==> config.mk <==
export PLATFORM = sky130hd
export DESIGN_NAME = lock_controller_flat
export DESIGN_NICKNAME = d
export VERILOG_FILES = /design/src/rtl/lock_controller_if.sv /design/src/rtl/lock_controller.sv /design/src/flat_wrapper.sv
export SDC_FILE = /design/constraint.sdc
export NUM_CORES = 1
export LEC_CHECK = 0
export BUFFER_PORTS_ARGS = -buffer_cell sky130_fd_sc_hd__buf_2
export CAP_MARGIN = 30
export CORE_ASPECT_RATIO = 1.2
export CORE_MARGIN = 3
export CORE_UTILIZATION = 40
export CTS_CLUSTER_DIAMETER = 200
export CTS_CLUSTER_SIZE = 25
export DETAILED_ROUTE_END_ITERATION = 10
export PLACE_DENSITY = 0.62
export SYNTH_ARGS = -nofsm -noshare
export SYNTH_HDL_FRONTEND = slang
export SYNTH_SLANG_ARGS = --single-unit
==> constraint.sdc <==
create_clock -name clk -period 3.1 [get_ports clk]
set_clock_uncertainty 0.2 [all_clocks]
set_input_delay 0.465 -clock clk [delete_from_list [all_inputs] [get_ports clk]]
set_output_delay 0.465 -clock clk [all_outputs]
set_load 0.01 [all_outputs]
==> src/rtl/lock_controller_if.sv <==
// Handshake bundle between the lock controller and its attempt/command sources.
// LOCK_CONTROLLER_DOOR_SENSE_EN adds the door_closed input.
interface lock_controller_if;
    logic       attempt_valid;
    logic       attempt_ok;
    logic       lock_cmd;
    logic       locked;
    logic       lockout;
    logic [3:0] fail_cnt;
    logic       accept;
    logic       reject;
`ifdef LOCK_CONTROLLER_DOOR_SENSE_EN
    logic       door_closed;

    modport master (output attempt_valid, attempt_ok, lock_cmd, door_closed,
                    input  locked, lockout, fail_cnt, accept, reject);
    modport slave  (input  attempt_valid, attempt_ok, lock_cmd, door_closed,
                    output locked, lockout, fail_cnt, accept, reject);
`else
    modport master (output attempt_valid, attempt_ok, lock_cmd,
                    input  locked, lockout, fail_cnt, accept, reject);
    modport slave  (input  attempt_valid, attempt_ok, lock_cmd,
                    output locked, lockout, fail_cnt, accept, reject);
`endif
endinterface

==> src/rtl/lock_controller.sv <==
// Lock-state arbiter feeding the servo PWM stage: unlock with auto-relock, brute-force lockout.
// Optional door sensing (timer hold, pending lock) is enabled by LOCK_CONTROLLER_DOOR_SENSE_EN.
module lock_controller #(
    parameter int RELOCK_CYCLES  = 250000000,
    parameter int LOCKOUT_CYCLES = 1500000000,
    parameter int MAX_FAILS      = 3
) (
    input logic               clk,
    input logic               rst_n,
    lock_controller_if.slave  bus
);

    localparam int TIMER_MAX = (RELOCK_CYCLES > LOCKOUT_CYCLES) ? RELOCK_CYCLES : LOCKOUT_CYCLES;
    localparam int TIMER_W   = $clog2(TIMER_MAX + 1);
    localparam logic [TIMER_W-1:0] RELOCK_LOAD  = TIMER_W'(RELOCK_CYCLES);
    localparam logic [TIMER_W-1:0] LOCKOUT_LOAD = TIMER_W'(LOCKOUT_CYCLES);
    localparam logic [TIMER_W-1:0] TIMER_ONE    = TIMER_W'(1);
    localparam logic [3:0]         FAIL_LIMIT   = 4'(MAX_FAILS);

    typedef enum logic [1:0] {LOCKED, UNLOCKED, LOCKOUT} state_t;

    state_t               state, state_nxt;
    logic [TIMER_W-1:0]   timer, timer_nxt;
    logic [3:0]           fails_nxt;
    logic                 accept_nxt, reject_nxt;
    logic                 good, bad, expire, lock_now, hold;
`ifdef LOCK_CONTROLLER_DOOR_SENSE_EN
    logic                 run, run_nxt;
    logic                 pend, pend_nxt;
`endif

    assign good   = bus.attempt_valid & bus.attempt_ok;
    assign bad    = bus.attempt_valid & ~bus.attempt_ok;
    assign expire = (timer == TIMER_ONE);

    always_comb begin
        state_nxt  = state;
        timer_nxt  = timer;
        fails_nxt  = bus.fail_cnt;
        accept_nxt = 1'b0;
        reject_nxt = 1'b0;
        lock_now   = bus.lock_cmd;
        hold       = 1'b0;
`ifdef LOCK_CONTROLLER_DOOR_SENSE_EN
        run_nxt    = run;
        pend_nxt   = pend;
`endif
        case (state)
            LOCKED: begin
                if (good) begin
                    state_nxt  = UNLOCKED;
                    timer_nxt  = RELOCK_LOAD;
                    fails_nxt  = 4'd0;
                    accept_nxt = 1'b1;
`ifdef LOCK_CONTROLLER_DOOR_SENSE_EN
                    run_nxt    = 1'b0;
                    pend_nxt   = 1'b0;
`endif
                end else if (bad) begin
                    reject_nxt = 1'b1;
                    if (bus.fail_cnt < FAIL_LIMIT) fails_nxt = bus.fail_cnt + 4'd1;
                    if (bus.fail_cnt + 4'd1 == FAIL_LIMIT) begin
                        state_nxt = LOCKOUT;
                        timer_nxt = LOCKOUT_LOAD;
                    end
                end
            end
            UNLOCKED: begin
`ifdef LOCK_CONTROLLER_DOOR_SENSE_EN
                // Until the door is first seen closed, the timer is parked and lock requests wait.
                if (!run) begin
                    if (!bus.door_closed) begin
                        hold     = 1'b1;
                        lock_now = 1'b0;
                        pend_nxt = pend | bus.lock_cmd;
                    end else begin
                        run_nxt  = 1'b1;
                        lock_now = bus.lock_cmd | pend;
                        pend_nxt = 1'b0;
                    end
                end
`endif
                if (lock_now) begin
                    state_nxt = LOCKED;
                    timer_nxt = '0;
                end else if (good) begin
                    timer_nxt  = RELOCK_LOAD;
                    accept_nxt = 1'b1;
                end else begin
                    reject_nxt = bad;
                    if (hold) begin
                        timer_nxt = RELOCK_LOAD;
                    end else if (expire) begin
                        state_nxt = LOCKED;
                        timer_nxt = '0;
                    end else begin
                        timer_nxt = timer - TIMER_ONE;
                    end
                end
            end
            LOCKOUT: begin
                reject_nxt = bus.attempt_valid;
                if (expire) begin
                    state_nxt = LOCKED;
                    timer_nxt = '0;
                    fails_nxt = 4'd0;
                end else begin
                    timer_nxt = timer - TIMER_ONE;
                end
            end
            default: begin
                state_nxt = LOCKED;
                timer_nxt = '0;
            end
        endcase
    end

    always_ff @(posedge clk or negedge rst_n) begin
        if (!rst_n) begin
            state        <= LOCKED;
            timer        <= '0;
            bus.fail_cnt <= 4'd0;
            bus.locked   <= 1'b1;
            bus.lockout  <= 1'b0;
            bus.accept   <= 1'b0;
            bus.reject   <= 1'b0;
`ifdef LOCK_CONTROLLER_DOOR_SENSE_EN
            run          <= 1'b0;
            pend         <= 1'b0;
`endif
        end else begin
            state        <= state_nxt;
            timer        <= timer_nxt;
            bus.fail_cnt <= fails_nxt;
            bus.locked   <= (state_nxt != UNLOCKED);
            bus.lockout  <= (state_nxt == LOCKOUT);
            bus.accept   <= accept_nxt;
            bus.reject   <= reject_nxt;
`ifdef LOCK_CONTROLLER_DOOR_SENSE_EN
            run          <= run_nxt;
            pend         <= pend_nxt;
`endif
        end
    end

endmodule
==> src/flat_wrapper.sv <==
// flat-port wrapper written by rule: the top's interface ports become plain ports
module lock_controller_flat 
#(
    parameter int RELOCK_CYCLES  = 250000000,
    parameter int LOCKOUT_CYCLES = 1500000000,
    parameter int MAX_FAILS      = 3
)
  (clk, rst_n, bus_attempt_valid, bus_attempt_ok, bus_lock_cmd, bus_locked, bus_lockout, bus_fail_cnt, bus_accept, bus_reject);
  lock_controller_if bus_i ();
  input logic clk;
  input logic rst_n;
  input wire logic [$bits(bus_i.attempt_valid)-1:0] bus_attempt_valid;
  input wire logic [$bits(bus_i.attempt_ok)-1:0] bus_attempt_ok;
  input wire logic [$bits(bus_i.lock_cmd)-1:0] bus_lock_cmd;
  output wire logic [$bits(bus_i.locked)-1:0] bus_locked;
  output wire logic [$bits(bus_i.lockout)-1:0] bus_lockout;
  output wire logic [$bits(bus_i.fail_cnt)-1:0] bus_fail_cnt;
  output wire logic [$bits(bus_i.accept)-1:0] bus_accept;
  output wire logic [$bits(bus_i.reject)-1:0] bus_reject;
  assign bus_i.attempt_valid = bus_attempt_valid;
  assign bus_i.attempt_ok = bus_attempt_ok;
  assign bus_i.lock_cmd = bus_lock_cmd;
  assign bus_locked = bus_i.locked;
  assign bus_lockout = bus_i.lockout;
  assign bus_fail_cnt = bus_i.fail_cnt;
  assign bus_accept = bus_i.accept;
  assign bus_reject = bus_i.reject;
  lock_controller #(.RELOCK_CYCLES(RELOCK_CYCLES), .LOCKOUT_CYCLES(LOCKOUT_CYCLES), .MAX_FAILS(MAX_FAILS)) u_core (.clk(clk), .rst_n(rst_n), .bus(bus_i));
endmodule
# Word-level counts from Yosys, hierarchy flattened
# Cells that the tools add are included.
[totals] reg_bits=41 inputBits=5 out_inout_bits=8
[op_classes] n_addsub=2 magnitude_cmp=1 n_eq_ne=10 mux=27 n_bitwise=3 reduce_logical=4
[ops] cell="two-way mux 31 bit" n=6
[ops] cell="case mux 31 bit (3 select lines)" n=1
[ops] cell="equality test 31 x 1 -> 1 bit, second input constant" n=1
[ops] cell="subtractor 31 x 1 -> 31 bit, second input constant" n=1
[ops] cell="two-way mux 4 bit" n=4
[ops] cell="two-way mux 2 bit" n=6
[ops] cell="inequality test 3 x 1 -> 1 bit, second input constant" n=3
[ops] cell="case mux 4 bit (2 select lines)" n=1
[ops] cell="two-way mux 1 bit" n=6
[ops] cell="case mux 2 bit (3 select lines)" n=1
[ops] cell="adder 4 x 1 -> 4 bit, second input constant" n=1
[ops] cell="equality test 2 bit, second input constant" n=2
[ops] cell="equality test 4 x 2 -> 1 bit, second input constant" n=1
[ops] cell="< comparator 4 x 2 -> 1 bit, second input constant" n=1
[ops] cell="inequality test 2 x 1 -> 1 bit, second input constant" n=2
[ops] cell="AND reduction 4 bit" n=1
[ops] cell="case mux 1 bit (3 select lines)" n=1
[ops] cell="bitwise AND 1 bit" n=2
[ops] cell="equality test 2 x 1 -> 1 bit, second input constant" n=1
[ops] cell="logical NOT 2 bit" n=1
[ops] cell="case mux 1 bit (2 select lines)" n=1
[ops] cell="AND reduction 2 bit" n=1
[ops] cell="nonzero test 2 bit" n=1
[ops] cell="inverter 1 bit" n=1

# Longest topological paths before layout
# Gate-level depths: netlist (run 1).
[depth] ltp_word=7 ltp_mapped=8 depth_no_buf=7

# Worst setup path before layout (run 1)
# Ideal clock, no wire load.
[synth_path] path_type="register -> register" start="register u_core.timer[20]" end="register u_core.timer[23]" setup_ps=124 arrival_time_ps=2328 required_time_ps=2776 setup_slack_ps=448 stages_incl_launch_ff=7 path_buffers=1 cell_sequence="dfrtp_1 > or4_4 > or3_1 > buf_6 > or4_4 > a31o_1 > a211o_1"
[synth_via] elab_chain_cells=5 word_cells_on_any_way=6 cone_classes="add/sub: 1; eq/ne: 1; mux: 4"
[synth_rtl] element="start, declared" line="lock_controller.sv:23" rtl="logic [TIMER_W-1:0] timer, timer_nxt;"
[synth_rtl] element="start signal, assigned" line="lock_controller.sv:133" rtl="timer <= timer_nxt;"
[synth_rtl] element="subtractor 31 x 1 -> 31 bit / equality test 31 x 1 -> 1 bit (equally long branches)" line="lock_controller.sv:97, lock_controller.sv:108, lock_controller.sv:34"
[synth_rtl] element="two-way mux 31 bit *" line="lock_controller.sv:93, lock_controller.sv:103"
[synth_rtl] element="two-way mux 31 bit" line="lock_controller.sv:86" rtl="end else if (good) begin"
[synth_rtl] element="two-way mux 31 bit" line="lock_controller.sv:83" rtl="if (lock_now) begin"
[synth_rtl] element="case mux 31 bit (3 select lines) *" line="lock_controller.sv:48" rtl="case (state)"
# Mark *: on every way between the ends. The rest lies on a longest branch, timed or not.
# A chain may end at the register's enable or synchronous reset.

# Worst setup path after layout (run 1)
# Ends and elaborated chain as after synthesis.

==> flow_metrics.env, run 1 <==
export IMPL_p_leak_nw=1.16
export IMPL_finalWirelength_mm=6.44
export IMPL_dieArea_um2=7230
export IMPL_initial_core_util_pct=42.6
export IMPL_yosysMostFrequentCell="dfrtp_1"
export IMPL_finalNetCount=305
export IMPL_power_switching_share_pct=45.9
export IMPL_syn_inst=277
export IMPL_cts_root_buf="clkbuf_8"
export IMPL_grtUsageTotal_pct=19.0
export IMPL_setup_viol=0
export IMPL_synthTopCellsByCount="40 x dfrtp_1, 18 x o21ai_0, 16 x nor2_1, 16 x nor4_1, 15 x nand2_1"
export IMPL_ys_top_cells_by_area="dfrtp_1 40%, nor4_1 4.0%, o21ai_0 3.6%"
export IMPL_fp_dieH_um=92.5
export IMPL_cap_violations=0
export IMPL_worst_slew_pin_slew_ns=0.679
export IMPL_pwr_density_cell_nw_per_um2=962
export IMPL_setup_worst_path_end="u_core.timer[23]"
export IMPL_place_hpwl_mm=4.47
export IMPL_syn_avg_cell_area_um2=9.01
export IMPL_drt_iter0_markers=173
export IMPL_dp_cells=367
export IMPL_p_int_w=0.00146
export IMPL_clk_pin_slew_ns=0.09
export IMPL_grt_pass1_wl_mm=11.0
export IMPL_slowest_delay_ns=0.56
export IMPL_ioPinCount=13
export IMPL_crit_fanout=8
export IMPL_p_sw_w=0.00123
export IMPL_synth_seq_cells=41
export IMPL_startpoint_type="flip-flop"
export IMPL_syn_nets=286
export IMPL_arrival_ns=2.78
export IMPL_ys_async_sr_fraction_pct=100
export IMPL_cts_setup_buffers=0
export IMPL_r2r_end="u_core.timer[23]"
export IMPL_ys_seq_area_share_pct=41.2
export IMPL_drt_first_pass_iters=4
export IMPL_htreeDepth=2
export IMPL_cts_buffers=5
export IMPL_finalCritPeriodShare_pct=90.0
export IMPL_gr_total_overflow=0
export IMPL_insertion_delay_ns=0.31
export IMPL_drc=0
export IMPL_seq_power_share_pct=37.3
export IMPL_slew_headroom_pct=54.3
export IMPL_gp_congestion=0.859
export IMPL_post_route_min_period_ns=2.79
export IMPL_tritoncts="done"
export IMPL_min_path_type="primary input to flip-flop"
export IMPL_antenna_cells=0
export IMPL_wl_per_cell_um=17.1
export IMPL_coreArea_um2=5860
export IMPL_critical_path_class="flip-flop to flip-flop"
export IMPL_crit_path_frequent_cell="or4_4"
export IMPL_dominantRegCellSynth="dfrtp_1"
export IMPL_synth_edf_count=0
export IMPL_critPathLaunch="u_core.timer[20]"
export IMPL_grt_pass1_vias=2170
export IMPL_clockBufferDepth=2
export IMPL_antenna_found_initial=0
export IMPL_syn_to_final_growth_pct=12.0
export IMPL_cts_sinks=41
export IMPL_grt_max_degree=42
export IMPL_drive_above_1_share_pct=16.5
export IMPL_required_ns=3.09
export IMPL_yosysWarnings=0
export IMPL_finalSetupTns_ns=0
export IMPL_synth_area_um2=2500
export IMPL_row_count=30
export IMPL_combPwrFrac_pct=49.5
export IMPL_r2r_cells=5
export IMPL_num_vias=2296
export IMPL_yosysTopAreaCellShare_pct=40.1
export IMPL_synth_top_area_cell="dfrtp_1"
export IMPL_viasPerCell=6.09
export IMPL_rsz0062_at_grt="no"
export IMPL_ys_types=56
export IMPL_status="finished, final reports clean"
export IMPL_port_buffers=12
export IMPL_drv_slew=0
export IMPL_ir_drop_mv=0.479
export IMPL_r2r_slack_ns=0.31
export IMPL_endpoint_kind="flip-flop"
export IMPL_die_w_um=78.1
export IMPL_p_clk_share_pct=13.2
export IMPL_fillCellCount=575
export IMPL_drtAntennaViolNets=0
export IMPL_crit_slowest_cell="or4_4"
export IMPL_crit_chain="or4_4 -> or3_1 -> or4_4 -> a31o_1 -> a211o_1"
export IMPL_final_hold_viol_count=0
export IMPL_stdcell_count=377
export IMPL_max_freq_mhz=359
export IMPL_rr_startpoint="u_core.timer[20]"
-- critical path, delay by kind of cell, from the launching register on --
kind / cells / cell delay, ns
flip-flops: 1 / 0.41
AND/OR/NAND/NOR: 3 / 1.56
AO/OA/AOI/OAI: 2 / 0.51
-- how the worst min path moves through the flow --
stage                                        end  cells past startpoint               from  slack, ns
after floorplan                u_core.bus.accept                      0              rst_n      -0.03
after global placement          u_core.timer[20]                      1   u_core.timer[20]       0.27
after detailed placement        u_core.timer[20]                      1   u_core.timer[20]       0.28
after CTS                 u_core.bus.fail_cnt[1]                      1              rst_n       0.13
after global routing           u_core.bus.reject                      2  bus_attempt_valid       0.27
final                          u_core.bus.reject                      2  bus_attempt_valid       0.24
-- metrics by stage --
step | hold slack [ns] | utilization, % | instance area, um2 | power, W | worst slack [ns]
2_1_floorplan | -0.0306 | - | 2500 | 0.00194 | 0.448
3_3_place_gp | 0.266 | 45.7 | 2680 | 0.00232 | 0.380
3_5_place_dp | 0.279 | 45.7 | 2680 | 0.00233 | 0.348
4_1_cts | 0.134 | 47.1 | 2760 | 0.00269 | 0.330
5_1_grt | 0.271 | 47.8 | 2800 | 0.00293 | 0.251
6_report | 0.238 | 47.8 | 2800 | 0.00269 | 0.311
-- final cells by class --
class / instances / area [um2] / area share (%)
clock buffers: 6 / 72.6 / 2.60
clock inverters: 2 / 10.0 / 0.358
inverters: 8 / 30.0 / 1.07
multi-input cells: 212 / 1350 / 48.4
flip-flops and latches: 41 / 1030 / 36.7
well taps: 80 / 100 / 3.58
repair buffers: 28 / 203 / 7.25
-- power by group through the flow --
stage	combinational, W	sequential [W]	clock [W]
after floorplan	0.000993	0.000946	0
after global placement	0.00131	0.00100	0
after detailed placement	0.00132	0.00101	0
after CTS	0.00133	0.000998	0.000359
after global routing	0.00151	0.00105	0.000376
final	0.00133	0.00100	0.000354
-- per-layer routing --
metal,vias up,GRT usage (%),share of wire (%)
li1,1108,-,-
met1,1141,25.5,46
met2,40,31.1,49
met3,7,2.43,3.3
met4,0,7.43,1.4
met5,-,0,0
-- placed cells by master (no fill, tap or decap), types with 2 or more instances in the layout --
cell type,instances
buf_2,12
and2_1,4
or4_4,2
and3_1,3
a211oi_1,2
clkinv_2,2
nor2b_1,3
o31ai_1,6
nand2_1,15
nand2b_1,3
buf_4,14
nand2_2,2
a22o_1,2
nand3b_1,2
a31oi_1,12
a211o_1,8
or4_1,5
o21ai_0,18
o2bb2ai_1,3
nor4b_1,2
ha_1,4
o22ai_1,5
nor4_1,16
a21o_1,2
a21oi_1,14
mux2i_1,4
inv_1,8
nor2_1,16
nand3_1,9
or3_1,8
o21a_1,3
dfrtp_1,40
nor3_1,13
clkbuf_8,5
nand4_1,6
o211ai_1,2
-- cells by family after synthesis --
kind of cell	after synthesis	synth area share [%]
simple gates	115	26.1
xor+xnor	1	0.351
compound gates	88	24.2
buf+inv	24	4.61
fa+ha+maj	4	2.01
mux	4	1.60
flops	41	41.2
-- what timing repair did --
| item | in CTS | in global routing |
|---|---|---|
| gates resized for setup | 0 | 0 |
| setup endpoints to repair | 0 | 0 |
| hold buffers | 0 | 1 |
| hold endpoints to repair | 0 | 18 |
-- state kept, by name, indices dropped and copies added, names as in the netlist --
register             flops
u_core.state             2
u_core.bus.lockout       1
u_core.bus.locked        1
u_core.bus.reject        1
u_core.timer            31
u_core.bus.fail_cnt      4
u_core.bus.accept        1
(Power assumes the default switching activity.)
==> run 2: changes to the inputs <==
- CORE_MARGIN: 3 -> 5
==> run 2 against run 1 <==
Against the previous run:
- final area down 0.18%
- largest power group unchanged
- non-clock buffer count fell by 1
- utilization down 1.6 points
- maximum frequency down 0.55%
- flip-flop and latch count is the same
- combinational power barely moved
- die area is 9.7% higher
- clock-buffer cell count grew 2
- final cell count up 0.27%
- setup slack got worse by 0.015 ns
==> flow_metrics.env, run 2 (same netlist as run 1, synthesis figures left out) <==
export IMPL_coreArea_um2=6050
export IMPL_insertion_delay_ns=0.29
export IMPL_drt_iter0_markers=171
export IMPL_final_core_util_pct=46.1
export IMPL_tritoncts="done"
export IMPL_cts_buffers=5
export IMPL_final_area_um2=2790
export IMPL_grt_max_degree=42
export IMPL_rsz0062_at_grt="no"
export IMPL_setup_viol=0
export IMPL_drtAntennaViolNets=0
export IMPL_multi_input_area_um2=1350
export IMPL_status="finished, final reports clean"
export IMPL_crit_chain="or4_4 -> or3_1 -> o31ai_4 -> buf_4 -> o21ai_0 -> a211o_1"
export IMPL_finalWirelength_mm=6.39
export IMPL_placed_area_um2=2670
export IMPL_cts_setup_buffers=0
export IMPL_required_ns=3.08
export IMPL_largest_reg_flops=31
export IMPL_slowest_delay_ns=0.55
export IMPL_min_path_type="primary input to flip-flop"
export IMPL_ioPinCount=13
export IMPL_whs_path_depth=2
export IMPL_die_w_um=82.1
export IMPL_largest_register="u_core.timer"
export IMPL_pwr_density_cell_nw_per_um2=963
export IMPL_htreeDepth=2
export IMPL_slew_headroom_pct=66.2
export IMPL_drive_above_1_share_pct=15.9
export IMPL_layout_setup_ws_ns=0.296
export IMPL_fillCellCount=611
export IMPL_fp_dieH_um=96.5
export IMPL_syn_to_final_growth_pct=11.8
export IMPL_post_route_min_period_ns=2.80
export IMPL_crit_slowest_cell="or4_4"
export IMPL_place_hpwl_mm=4.43
export IMPL_cts_sinks=41
export IMPL_gr_total_overflow=0
export IMPL_row_count=31
export IMPL_register_area_um2=1030
export IMPL_startpoint_type="flip-flop"
export IMPL_final_hold_viol_count=0
export IMPL_drc=0
export IMPL_dieArea_um2=7930
export IMPL_ir_drop_mv=0.519
export IMPL_finalNetCount=304
export IMPL_power_total_w=0.00269
export IMPL_grtUsageTotal_pct=17.8
export IMPL_worst_slew_pin_slew_ns=0.502
export IMPL_clk_pin_slew_ns=0.07
export IMPL_critical_path_class="flip-flop to flip-flop"
export IMPL_viasPerCell=6.11
export IMPL_num_vias=2308
export IMPL_initial_core_util_pct=41.3
export IMPL_arrival_ns=2.78
export IMPL_max_freq_mhz=357
export IMPL_drt_first_pass_iters=4
export IMPL_min_from="bus_attempt_valid"
export IMPL_r2r_cells=6
export IMPL_drv_slew=0
export IMPL_antenna_cells=0
export IMPL_endpoint_kind="flip-flop"
export IMPL_cap_violations=0
export IMPL_grt_pass1_vias=2223
export IMPL_cts_root_buf="clkbuf_8"
export IMPL_wl_per_cell_um=16.9
export IMPL_clockBufferDepth=2
export IMPL_p_leak_nw=1.15
export IMPL_rr_startpoint="u_core.timer[20]"
export IMPL_gp_congestion=0.858
export IMPL_final_cell_mix="40 x dfrtp_1, 18 x o21ai_0, 16 x nor4_1, 16 x nor2_1, 15 x nand2_1"
export IMPL_critPathLaunch="u_core.timer[20]"
export IMPL_grt_pass1_wl_mm=11.0
export IMPL_crit_fanout=9
export IMPL_dp_slack_ns=0.319
export IMPL_finalCritPeriodShare_pct=90.5
export IMPL_port_buffers=12
export IMPL_antenna_found_initial=0
export IMPL_layout_commonest_cell="dfrtp_1"
export IMPL_reg_largest_list="u_core.timer: 31 flops, u_core.bus.fail_cnt: 4 flops, u_core.state: 2 flops"
export IMPL_finalSetupTns_ns=0
[run 2: cell types whose count changed in the layout (fill, tap and decap cells not counted), sizes merged]
cell,delta
buf,-1
clkbuf,+2
clkinv,-2
[run 2: area by class of cell]
type                    count  area share [%]
repair buffers             27            6.72
multi-input cells         212            48.5
well taps                  82            3.68
inverters                   8            1.08
clock buffers               8            3.23
flip-flops and latches     41            36.8
[run 2: path summary, 6_finish.rpt]
check | slack [ns] | to
min | 0.28 | u_core.bus.reject
min reg2reg | 0.29 | u_core.timer[14]
min in group asynchronous | 0.44 | u_core.timer[29]
max | 0.30 | u_core.timer[30]
max reg2reg | 0.30 | u_core.timer[30]
max in group asynchronous | 1.71 | u_core.bus.locked
[run 2: what timing repair did]
action                                  in CTS  in global routing
endpoints found under the hold margin        0                 16
hold buffers                                 0                  1
gates resized for setup                      0                  0
endpoints found under the setup margin       0                  0
[run 2: stage by stage]
stage          cells  hold slack, ns
2_1_floorplan    277         -0.0306
3_3_place_gp     368           0.272
3_5_place_dp     368           0.282
4_1_cts          376           0.144
5_1_grt          378           0.273
6_report         378           0.276
[run 2: layer usage]
layer / vias up / track usage (%) / part of all wire, %
met4: 0 / 5.68 / 1.8
met2: 82 / 28.2 / 47
li1: 1112 / - / -
met3: 10 / 3.06 / 5.4
met1: 1104 / 24.7 / 46
met5: - / 0 / 0
[run 2: power by group]
group	switching (W)	internal (W)	leakage (nW)	total, W
logic	0.000781	0.000540	0.593	0.00132
registers	0.000254	0.000751	0.515	0.00101
clock network	0.000180	0.000182	0.0455	0.000362
[run 2: critical path: cells and delay by family, from the launching register on]
kind / cells / cell delay [ns]
simple gates: 2 / 1.02
compound gates: 3 / 0.85
flops: 1 / 0.40
buf+inv: 1 / 0.23
==> run 3: changes to the inputs <==
- ABC_AREA: not set -> 1
- ABC_CLOCK_PERIOD_IN_PS: not set -> 3100
==> run 3 against run 2 <==
Against the previous run:
- total power grew 20%
- synthesized cell count grew 49%
- clock power shrank 2%
- maximum frequency grew 20%
- register-to-register slack gained 0.47 ns
- largest cell class unchanged
==> flow_metrics.env, run 3 <==
export IMPL_final_cell_mix="119 x nand2_1, 49 x inv_1, 47 x nor2_1, 40 x dfrtp_1, 32 x nand3_1"
export IMPL_rr_startpoint="u_core.bus.fail_cnt[1]"
export IMPL_power_total_w=0.00322
export IMPL_largest_register="u_core.timer"
export IMPL_power_switching_share_pct=53.1
export IMPL_fillCellCount=709
export IMPL_fp_dieH_um=103
export IMPL_grt_pass1_wl_mm=12.2
export IMPL_p_sw_w=0.00171
export IMPL_grt_max_degree=42
export IMPL_syn_nets=421
export IMPL_synth_seq_cells=41
export IMPL_setup_viol=0
export IMPL_finalCritPeriodShare_pct=75.2
export IMPL_syn_to_final_growth_pct=8.91
export IMPL_drt_iter0_markers=131
export IMPL_synth_top_area_cell="dfrtp_1"
export IMPL_startpoint_type="flip-flop"
export IMPL_drc=0
export IMPL_max_freq_mhz=429
export IMPL_drv_slew=0
export IMPL_pwr_density_cell_nw_per_um2=1020
export IMPL_row_count=34
export IMPL_register_area_um2=1030
export IMPL_r2r_slack_ns=0.77
export IMPL_initial_core_util_pct=40.4
export IMPL_yosysWarnings=0
export IMPL_ys_types=34
export IMPL_syn_inst=412
export IMPL_insertion_delay_ns=0.30
export IMPL_layout_commonest_cell="nand2_1"
export IMPL_r2r_cells=9
export IMPL_place_hpwl_mm=5.35
export IMPL_endpoint_kind="flip-flop"
export IMPL_clk_pin_slew_ns=0.08
export IMPL_yosysMostFrequentCell="nand2_1"
export IMPL_clockBufferDepth=2
export IMPL_die_w_um=87.8
export IMPL_htreeDepth=2
export IMPL_critPathLaunch="u_core.bus.fail_cnt[1]"
export IMPL_finalSetupTns_ns=0
export IMPL_viasPerCell=5.00
export IMPL_synth_top_family_by_area="simple AND/OR/NAND/NOR gates"
export IMPL_ioPinCount=13
export IMPL_dieArea_um2=9080
export IMPL_ys_seq_area_share_pct=35.3
export IMPL_setup_worst_path_end="u_core.timer[5]"
export IMPL_min_path_type="primary input to flip-flop"
export IMPL_combPwrFrac_pct=58.9
export IMPL_syn_avg_cell_area_um2=7.06
export IMPL_post_route_min_period_ns=2.33
export IMPL_yosysTopAreaCellShare_pct=34.4
export IMPL_antenna_found_initial=0
export IMPL_reg_largest_list="u_core.timer: 31 flops, u_core.bus.fail_cnt: 4 flops, u_core.state: 2 flops"
export IMPL_worst_slew_pin_slew_ns=0.735
export IMPL_tritoncts="done"
export IMPL_synth_area_um2=2910
export IMPL_num_vias=2598
export IMPL_critical_path_class="flip-flop to flip-flop"
export IMPL_p_clk_share_pct=11.0
export IMPL_cap_violations=0
export IMPL_status="finished, final reports clean"
export IMPL_dominantRegCellSynth="dfrtp_1"
export IMPL_cts_setup_buffers=0
export IMPL_drt_first_pass_iters=4
export IMPL_antenna_cells=0
export IMPL_whs_path_depth=4
export IMPL_ys_top_cells_by_area="dfrtp_1 34%, nand2_1 15%, inv_1 6.3%"
export IMPL_synthTopCellsByCount="119 x nand2_1, 49 x inv_1, 47 x nor2_1"
export IMPL_ir_drop_mv=0.586
export IMPL_timing_hold_ws_ns=0.296
export IMPL_multi_input_area_um2=1630
export IMPL_cts_sinks=41
export IMPL_crit_fanout=29
export IMPL_finalNetCount=438
export IMPL_arrival_ns=2.32
export IMPL_yosys_area_share_simple_pct=41.4
export IMPL_seq_power_share_pct=30.1
export IMPL_grt_pass1_vias=2649
export IMPL_final_hold_viol_count=0
export IMPL_cts_buffers=5
export IMPL_drive_above_1_share_pct=17.0
export IMPL_cts_root_buf="clkbuf_8"
export IMPL_slew_headroom_pct=50.7
export IMPL_synth_xor_xnor_area_share_pct=4.82
export IMPL_required_ns=3.09
export IMPL_synth_mux_area_share_pct=0
export IMPL_coreArea_um2=7190
export IMPL_wl_per_cell_um=13.6
export IMPL_p_int_w=0.00151
export IMPL_synthAdderAreaFrac_pct=1.72
export IMPL_finalWirelength_mm=7.08
export IMPL_largest_reg_flops=31
export IMPL_port_buffers=12
export IMPL_grtUsageTotal_pct=17.4
export IMPL_gp_congestion=0.884
export IMPL_p_leak_nw=1.64
export IMPL_drtAntennaViolNets=0
export IMPL_ys_async_sr_fraction_pct=100
export IMPL_rsz0062_at_grt="no"
export IMPL_gr_total_overflow=0
export IMPL_r2r_end="u_core.timer[5]"
export IMPL_synth_edf_count=0
export IMPL_synth_compound_area_share_pct=7.92
-- run 3: stage by stage --
step                utilization (%)  cells  cell area (um2)  setup slack (ns)
finish                         44.0    520             3170             0.767
global route                   44.0    520             3170             0.631
CTS                            43.5    518             3130             0.783
detailed placement             42.4    510             3050             0.795
global placement               42.4    510             3050             0.915
floorplan                         -    412             2910              1.30
-- run 3: cell families (layout without fill, tap and decap cells) --
kind of cell / Yosys count / in the layout
buf+inv: 62 / 80
compound gates: 39 / 39
simple gates: 250 / 250
xor+xnor: 16 / 16
fa+ha+maj: 4 / 4
flops: 41 / 41
-- run 3: worst min path at each step --
stage,from,to,slack [ns]
6_report,bus_attempt_ok,u_core.bus.reject,0.30
5_1_grt,bus_lock_cmd,u_core.timer[6],0.32
4_1_cts,rst_n,u_core.bus.accept,0.15
3_5_place_dp,u_core.timer[27],u_core.timer[27],0.30
3_3_place_gp,u_core.timer[27],u_core.timer[27],0.29
2_1_floorplan,rst_n,u_core.bus.accept,-0.03
-- run 3: layout make-up --
type / instances / area share [%]
Multi-Input combinational cell: 309 / 51.3
Sequential cell: 41 / 32.4
Inverter: 58 / 6.95
Tap cell: 90 / 3.56
Timing Repair Buffer: 14 / 3.08
Clock buffer: 7 / 2.41
Clock inverter: 1 / 0.237
-- run 3: critical path, cell delays in order (launching register included) --
cell and delay [ns]:
dfrtp_1 0.43, ha_1 0.23, xnor2_1 0.19, nand3_2 0.13, nand2_2 0.09, nand2_4 0.13, inv_2 0.48, nand3_1 0.15
nand2_1 0.13, nor2_2 0.03
-- run 3: repair_timing --
action,in CTS,in global routing
hold buffers,0,1
endpoints found under the hold margin,0,19
resized for setup,0,0
-- run 3: routing by layer --
metal  track usage, %  vias up  routed length (um)
met1             21.1     1219                3180
met4             5.43        0                 138
met3             2.85       12                 230
met5                0        -                   0
li1                 -     1324                   -
met2             31.5       43                3530
-- run 3: power groups by stage --
stage / logic (W) / clock network (W) / registers [W]
floorplan: 0.00154 / 0 / 0.000931
detailed placement: 0.00189 / 0 / 0.000972
finish: 0.00190 / 0.000355 / 0.000968
global placement: 0.00186 / 0 / 0.000971
global route: 0.00218 / 0.000387 / 0.000999
CTS: 0.00190 / 0.000364 / 0.000966
